[config.mk]
export PLATFORM = sky130hd
export DESIGN_NAME = mc_mem_fetch_unit
export DESIGN_NICKNAME = d
export VERILOG_FILES = /design/src/rtl/mc_mem_fetch_unit.sv
export SDC_FILE = /design/constraint.sdc
export NUM_CORES = 1
export LEC_CHECK = 0
export CAP_MARGIN = 40
export CORE_MARGIN = 4
export CORE_UTILIZATION = 39
export DETAILED_ROUTE_END_ITERATION = 8
export GPL_TIMING_DRIVEN = 0
export PLACE_DENSITY = 0.75
export SYNTH_ARGS = -nofsm -noshare
export SYNTH_HDL_FRONTEND = slang
export SYNTH_SLANG_ARGS = --single-unit
[constraint.sdc]
create_clock -name clk -period 1.52 [get_ports clk]
set_input_delay 0.228 -clock clk [delete_from_list [all_inputs] [get_ports clk]]
set_output_delay 0.228 -clock clk [all_outputs]
set_load 0.01 [all_outputs]
[src/rtl/mc_mem_fetch_unit.sv]
// rtl/mc_mem_fetch_unit.sv - PC/IR/load-data registers and memory access controller for the multicycle RV32 core
// Optional feature macro: MISALIGN_CHECK_EN (trap word-misaligned accesses, sticky misalign_err).
// Ports:
//   clk, rst          : clock, synchronous active-low reset
//   pc_update, branch, zero, we_ir, mem_rd, we_mem, sel_mem_addr : control from the main FSM
//   result, wdata     : next-PC / data address bus, store data
//   pc, old_pc, instr, data, op : architectural registers and opcode back to the FSM
//   stall             : hold request to the FSM while an access is in flight
//   mem_req, mem_we, mem_addr, mem_wdata, mem_rdata, mem_ready : memory port
//   misalign_err      : sticky misaligned-access flag
module mc_mem_fetch_unit #(
  parameter int              XLEN     = 32,
  parameter logic [XLEN-1:0] RESET_PC = '0
) (
  input  logic            clk,
  input  logic            rst,
  input  logic            pc_update,
  input  logic            branch,
  input  logic            zero,
  input  logic            we_ir,
  input  logic            mem_rd,
  input  logic            we_mem,
  input  logic            sel_mem_addr,
  input  logic [XLEN-1:0] result,
  input  logic [XLEN-1:0] wdata,
  output logic [XLEN-1:0] pc,
  output logic [XLEN-1:0] old_pc,
  output logic [XLEN-1:0] instr,
  output logic [XLEN-1:0] data,
  output logic [6:0]      op,
  output logic            stall,
  output logic            mem_req,
  output logic            mem_we,
  output logic [XLEN-1:0] mem_addr,
  output logic [XLEN-1:0] mem_wdata,
  input  logic [XLEN-1:0] mem_rdata,
  input  logic            mem_ready,
  output logic            misalign_err
);

  typedef enum logic [1:0] {S_IDLE, S_BUSY, S_DONE} state_t;
  typedef enum logic [1:0] {K_FETCH, K_LOAD, K_STORE} kind_t;

  state_t          state;
  kind_t           kind;
  kind_t           win_kind;
  logic            strobe_any;
  logic            misaligned;
  logic [XLEN-1:0] sel_addr;

  assign strobe_any = we_ir | we_mem | mem_rd;
  assign sel_addr   = sel_mem_addr ? result : pc;
  assign op         = instr[6:0];

  // Fetch beats store beats load when the FSM raises several strobes at once.
  always_comb begin
    win_kind = K_LOAD;
    if (we_ir) begin
      win_kind = K_FETCH;
    end else if (we_mem) begin
      win_kind = K_STORE;
    end
  end

  // DONE deliberately drops stall so the FSM can leave the access state
  // while the still-asserted strobe is ignored.
  assign stall = rst & (((state == S_IDLE) & strobe_any) | (state == S_BUSY));

`ifdef MISALIGN_CHECK_EN
  logic err_q;

  assign misaligned   = (sel_addr[1:0] != 2'b00);
  assign misalign_err = err_q;

  always_ff @(posedge clk) begin
    if (!rst) begin
      err_q <= 1'b0;
    end else if ((state == S_IDLE) && strobe_any && misaligned) begin
      err_q <= 1'b1;
    end
  end
`else
  assign misaligned   = 1'b0;
  assign misalign_err = 1'b0;
`endif

  always_ff @(posedge clk) begin
    if (!rst) begin
      state     <= S_IDLE;
      kind      <= K_FETCH;
      pc        <= RESET_PC;
      old_pc    <= RESET_PC;
      instr     <= '0;
      data      <= '0;
      mem_req   <= 1'b0;
      mem_we    <= 1'b0;
      mem_addr  <= '0;
      mem_wdata <= '0;
    end else begin
      // A fetch holds stall until DONE, so PC moves exactly once per fetch.
      if ((pc_update | (branch & zero)) & ~stall) begin
        pc <= result;
      end

      case (state)
        S_IDLE: begin
          if (strobe_any) begin
            kind <= win_kind;
            if (misaligned) begin
              state <= S_DONE;
            end else begin
              state     <= S_BUSY;
              mem_req   <= 1'b1;
              mem_addr  <= sel_addr;
              mem_we    <= (win_kind == K_STORE);
              mem_wdata <= wdata;
            end
          end
        end
        S_BUSY: begin
          if (mem_ready) begin
            state   <= S_DONE;
            mem_req <= 1'b0;
            mem_we  <= 1'b0;
            case (kind)
              K_FETCH: begin
                instr  <= mem_rdata;
                old_pc <= pc;
              end
              K_LOAD:  data <= mem_rdata;
              default: ;
            endcase
          end
        end
        S_DONE:  state <= S_IDLE;
        default: state <= S_IDLE;
      endcase
    end
  end

endmodule

==> flow_metrics.env, run 1 <==
export IMPL_final_layout_size_suffix_gt1_share_pct=8.55
export IMPL_port_buffers=305
export IMPL_met1_usage_pct=26.0
export IMPL_async_reset_ff_share_pct=0
export IMPL_worstHoldStart="mem_rd"
export IMPL_overflow=0
export IMPL_final_setup_tns_ns=-3.64
export IMPL_leakage_nw=5.63
export IMPL_grt_pass1_wl_um=39300
export IMPL_syn_to_final_growth_pct=53.3
export IMPL_dieArea_mm2=0.0222
export IMPL_worst_pin_slew_ns=0.760
export IMPL_gp_congestion=0.831
export IMPL_synth_edff_count=0
export IMPL_critPathKind="reg -> out"
export IMPL_hold_path_class="in -> reg"
export IMPL_grt_max_degree=19
export IMPL_slew_headroom_pct=49.3
export IMPL_boundaryPins=309
export IMPL_yosys_cell_types_count=28
export IMPL_cts_num_sinks=198
export IMPL_end_kind="primary output"
export IMPL_cts_buffers=17
export IMPL_start_util_pct=39.8
export IMPL_ys_warn_count=0
export IMPL_p_per_area_mw_per_mm2=1060
export IMPL_required_ns=1.29
export IMPL_synth_seq_area_share_pct=51.0
export IMPL_place_hpwl_um=19800
export IMPL_gr_usage_met2_pct=38.4
export IMPL_setup_viol_count_final=63
export IMPL_violations="setup timing"
export IMPL_hold_viol=0
export IMPL_regToRegStartpoint="state[0]$_SDFFE_PN0P_"
export IMPL_peakVddDrop_mv=0.777
export IMPL_wl_per_cell_um=18.3
export IMPL_drt_initial_drc_count=195
export IMPL_grt_pass1_vias=7151
export IMPL_clkLatencyLatePin_ns=0.43
export IMPL_startpoint_type="flip-flop"
export IMPL_min_period_ns=1.69
export IMPL_nets=1262
export IMPL_antenna_found_initial=1
export IMPL_htreeDepth=4
export IMPL_fin_skew_ns=0.00985
export IMPL_path_max_fanout=4
export IMPL_vias=7023
export IMPL_ys_top_cells_by_area="dfxtp_1, mux2i_1, nand2_1"
export IMPL_clockBufferDepth=2
export IMPL_grt_setup_unrepaired="true"
export IMPL_dr_pass1_iters=4
export IMPL_startpoint="state[0]$_SDFFE_PN0P_"
export IMPL_route_detailed_drc=0
export IMPL_avgSynthCellArea_um2=9.48
export IMPL_clkSlewWorstSetupHoldPaths_ns=0.07
export IMPL_yosys_area_top_type_share_pct=51.0
export IMPL_netlist_instances=819
export IMPL_drtAntennaViolNets=0
export IMPL_wl_um=26200
export IMPL_drv_cap=0
export IMPL_row_count=51
export IMPL_ctsHoldBuffers=0
export IMPL_met3_usage_pct=8.99
export IMPL_drv_slew=0
export IMPL_coreArea_mm2=0.0195
export IMPL_period_share_pct=111
export IMPL_utilization_pct=61.0
export IMPL_clock_root_buffer="clkbuf_16"
export IMPL_cts_tree="built"
export IMPL_grt_busiest_layer="met2"
export IMPL_fin_ws_ns=-0.174
export IMPL_netlist_area_mm2=0.00777
export IMPL_fmax_mhz=590
export IMPL_synthesis_nets=925
export IMPL_arrival_ns=1.47
export IMPL_die_h_um=149
export IMPL_via_per_inst=4.89
export IMPL_synthFlopType="dfxtp_1"
export IMPL_ys_ff_latch=198
export IMPL_yosysTopAreaCell="dfxtp_1"
export IMPL_track_usage_pct=22.5
export IMPL_fp_dieW_um=149
export IMPL_status="complete, but fails checks"
-- Yosys cell counts, types with 2 or more instances --
| library cell | n |
|---|---|
| clkbuf_1 | 42 |
| mux2i_1 | 160 |
| nand2_1 | 194 |
| nand3b_1 | 2 |
| o21ai_0 | 34 |
| nand3_1 | 32 |
| buf_6 | 3 |
| buf_4 | 8 |
| dfxtp_1 | 198 |
| a211oi_1 | 32 |
| a21oi_1 | 69 |
| buf_12 | 3 |
| nor2_1 | 6 |
| nor3_1 | 2 |
| buf_1 | 9 |
| buf_2 | 13 |
-- path summary, 6_finish.rpt --
path | endpoint | slack, ns | cells after the start
setup reg to reg | pc[13]$_SDFFE_PN0P_ | -0.09 | 6
hold / removal | kind[0]$_SDFFE_PN0P_ | 0.31 | 3
hold reg to reg | old_pc[9]$_SDFFE_PN0P_ | 0.45 | 2
setup / recovery | stall | -0.17 | 3
-- state kept, by name (all words and copies together) (netlist names) --
signal / count
data: 32
kind: 2
old_pc: 32
instr: 32
mem_req: 1
mem_addr: 32
mem_wdata: 32
state: 2
pc: 32
mem_we: 1
-- power by group --
group	switching, mW	internal (mW)	leakage, nW
Sequential	0.172	5.50	1.62
Clock	2.10	2.69	0.295
Combinational	1.10	1.05	3.71
-- worst max-delay path, cell delays in order, from the launching register on --
cell	delay [ns]
dfxtp_2	0.34
or4_4	0.42
and2_4	0.18
buf_6	0.11
-- layer usage --
| metal | vias up | wire, um |
|---|---|---|
| met1 | 3280 | 10400 |
| met4 | 0 | 576 |
| met3 | 28 | 2400 |
| met5 | - | 0 |
| li1 | 3479 | - |
| met2 | 236 | 12800 |
-- area by class of cell --
| class | count | area, um^2 |
|---|---|---|
| Clock buffer | 18 | 439 |
| Tap cell | 265 | 332 |
| Sequential cell | 198 | 3970 |
| Timing Repair Buffer | 320 | 3040 |
| Multi-Input combinational cell | 541 | 3400 |
| Buffer | 77 | 529 |
| Fill cell | 1793 | 7620 |
| Clock inverter | 14 | 189 |
| Antenna cell | 1 | 2.50 |
| Inverter | 1 | 3.75 |
-- kinds of logic after synthesis --
logic type / after synthesis / share of synthesized area (%)
and+or+nand+nor: 242 / 12.6
DFF: 198 / 51.0
muxes: 160 / 20.6
AOI/OAI and AO/OA: 138 / 10.1
buffers and inverters: 80 / 5.51
other: 1 / 0.0483
-- placed cells by master, fill, tap and decap left out, drive strengths merged, types with 2 or more instances in the layout --
cell	instances
a21oi	70
nor3	2
dlygate4sd2	204
buf	45
o21ai	34
nand3	32
dfxtp	198
mux2i	160
inv	6
clkdlybuf4s50	100
bufinv	3
nand2	194
clkinvlp	4
clkbuf	66
nor2	6
clkinv	2
nand3b	2
a211oi	32
-- what timing repair did --
item	CTS	global route
gates cloned	0	6
pin swaps	2	1
resized for setup	239	33
setup buffers	6	2
endpoints found under the setup margin	389	158
-- stage by stage --
step | hold slack (ns) | power (mW) | cells | setup WS, ns | cell area (um^2)
2_1_floorplan | 0.334 | 6.80 | 819 | 0.0594 | 7770
3_3_place_gp | 0.442 | 8.00 | 1389 | -0.718 | 11200
3_5_place_dp | 0.448 | 8.04 | 1390 | -0.724 | 11200
4_1_cts | 0.266 | 12.6 | 1427 | -0.243 | 11700
5_1_grt | 0.320 | 13.1 | 1435 | -0.212 | 11900
6_report | 0.311 | 12.6 | 1435 | -0.174 | 11900
No activity file was read; power rests on OpenSTA's default activity.
==> run 2: changes to the inputs <==
--- a/config.mk
+++ b/config.mk
@@ -11,6 +11,7 @@
 export DETAILED_ROUTE_END_ITERATION = 8
 export GPL_TIMING_DRIVEN = 0
 export PLACE_DENSITY = 0.75
+export SKIP_LAST_GASP = 1
 export SYNTH_ARGS = -nofsm -noshare
 export SYNTH_HDL_FRONTEND = slang
 export SYNTH_SLANG_ARGS = --single-unit
==> run 2 against run 1 <==
Effect of this change: the flow still finishes with violations (setup timing); non-clock buffer count stayed put; setup slack worse by 0.00054 ns; via count grew 0.21%; register-to-register slack barely moved; sequential share of layout area barely moved; utilization barely moved; flip-flop and latch count unchanged; routed wire length is 0.16% lower; clock skew up 0.00060 ns; maximum frequency barely moved; hold slack improved by 0.0074 ns; first-iteration DRC count up 3.6%; critical endpoint unchanged.
==> flow_metrics.env, run 2 (synthesis gave the netlist of run 1 again) <==
export IMPL_fin_skew_ns=0.0104
export IMPL_pre_cts_ws_ns=-0.724
export IMPL_slew_headroom_pct=49.0
export IMPL_grt_max_degree=19
export IMPL_grt_pass1_wl_um=39300
export IMPL_ctsHoldBuffers=0
export IMPL_whs_path_depth=3
export IMPL_clockBufferDepth=2
export IMPL_end_kind="primary output"
export IMPL_vias=7038
export IMPL_worstHoldStart="mem_rd"
export IMPL_clkLatencyLatePin_ns=0.43
export IMPL_drtAntennaViolNets=0
export IMPL_port_buffers=305
export IMPL_p_per_area_mw_per_mm2=1060
export IMPL_nets=1262
export IMPL_row_count=51
export IMPL_required_ns=1.29
export IMPL_clock_root_buffer="clkbuf_16"
export IMPL_fin_total_pwr_mw=12.6
export IMPL_drt_initial_drc_count=202
export IMPL_regToRegStartpoint="state[0]$_SDFFE_PN0P_"
export IMPL_worst_hold_path_endpoint="kind[0]$_SDFFE_PN0P_"
export IMPL_die_h_um=149
export IMPL_setup_viol_count_final=63
export IMPL_fin_ws_ns=-0.174
export IMPL_r2r_cells=6
export IMPL_dp_cells=1390
export IMPL_cts_tree="built"
export IMPL_fmax_mhz=590
export IMPL_wl_um=26200
export IMPL_track_usage_pct=22.5
export IMPL_cts_buffers=17
export IMPL_startpoint_type="flip-flop"
export IMPL_via_per_inst=4.90
export IMPL_min_period_ns=1.69
export IMPL_route_detailed_drc=0
export IMPL_fp_dieW_um=149
export IMPL_dieArea_mm2=0.0222
export IMPL_grt_setup_unrepaired="true"
export IMPL_place_hpwl_um=19800
export IMPL_drv_slew=0
export IMPL_start_util_pct=39.8
export IMPL_antenna_found_initial=1
export IMPL_htreeDepth=4
export IMPL_critPathKind="reg -> out"
export IMPL_grt_pass1_vias=7151
export IMPL_final_setup_tns_ns=-3.55
export IMPL_violations="setup timing"
export IMPL_wl_per_cell_um=18.2
export IMPL_boundaryPins=309
export IMPL_coreArea_mm2=0.0195
export IMPL_finalNonFillerCells=1435
export IMPL_final_common_cell="dlygate4sd2_1"
export IMPL_clkSlewWorstSetupHoldPaths_ns=0.07
export IMPL_hold_path_class="in -> reg"
export IMPL_arrival_ns=1.47
export IMPL_peakVddDrop_mv=0.777
export IMPL_overflow=0
export IMPL_leakage_nw=5.63
export IMPL_final_layout_size_suffix_gt1_share_pct=8.55
export IMPL_drv_cap=0
export IMPL_fillers=1794
export IMPL_period_share_pct=111
export IMPL_hold_viol=0
export IMPL_ff2ff_setup_slack_ns=-0.09
export IMPL_worst_pin_slew_ns=0.765
export IMPL_syn_to_final_growth_pct=53.2
export IMPL_dr_pass1_iters=4
export IMPL_gp_congestion=0.831
export IMPL_status="complete, but fails checks"
export IMPL_mostFrequentLayoutCells="dlygate4sd2_1, nand2_1, dfxtp_1, mux2i_1, clkdlybuf4s50_1"
export IMPL_regToRegEndpoint="pc[13]$_SDFFE_PN0P_"
export IMPL_path_max_fanout=4
export IMPL_cts_num_sinks=198
export IMPL_timing_hold_ws_ns=0.318
==> run 2: worst max-delay path, stage by stage (launching register included) <==
cell and delay (ns):
dfxtp_2 0.33, or4_4 0.42, and2_4 0.18, buf_6 0.12
==> run 2: power breakdown <==
| group | internal, mW | total [mW] | switching [mW] |
|---|---|---|---|
| Combinational | 1.05 | 2.14 | 1.10 |
| Sequential | 5.50 | 5.67 | 0.171 |
| Clock | 2.69 | 4.79 | 2.10 |
| Total | 9.23 | 12.6 | 3.37 |
==> run 2: timing repair <==
action,in CTS,in global routing
gates cloned,0,6
setup buffers,6,2
setup endpoints to repair,389,158
gates resized for setup,239,31
pin swaps,2,1
==> run 2: metal layers <==
| metal | part of all wire [%] | GRT usage [%] | wire (um) |
|---|---|---|---|
| met2 | 49 | 38.4 | 12700 |
| met1 | 40 | 26.0 | 10400 |
| met4 | 2.2 | 6.82 | 580 |
| met5 | 0 | 0 | 0 |
| met3 | 9.1 | 8.99 | 2390 |
==> run 2: final cells by class <==
type,instances,area [um^2],share of cell area [%]
Multi-Input combinational cell,541,3400,28.6
Timing Repair Buffer,320,3040,25.5
Sequential cell,198,3970,33.4
Clock inverter,14,189,1.59
Inverter,1,3.75,0.0315
Tap cell,265,332,2.79
Clock buffer,18,439,3.69
Antenna cell,1,2.50,0.0210
Buffer,77,524,4.41
==> run 2: worst max path at each step <==
stage	startpoint	end	slack (ns)	cells after the start
6_report	state[0]$_SDFFE_PN0P_	stall	-0.17	3
4_1_cts	state[0]$_SDFFE_PN0P_	stall	-0.24	3
2_1_floorplan	mem_rd	pc[10]$_SDFFE_PN0P_	0.06	4
5_1_grt	state[0]$_SDFFE_PN0P_	stall	-0.21	3
3_3_place_gp	we_mem	stall	-0.72	4
3_5_place_dp	we_mem	mem_addr[1]$_SDFFE_PN0P_	-0.72	5
==> run 2: through the flow <==
| step | utilization [%] | cell area, um^2 |
|---|---|---|
| 5_1_grt | 60.9 | 11900 |
| 2_1_floorplan | - | 7770 |
| 6_report | 60.9 | 11900 |
| 3_3_place_gp | 57.1 | 11200 |
| 3_5_place_dp | 57.2 | 11200 |
| 4_1_cts | 59.7 | 11700 |
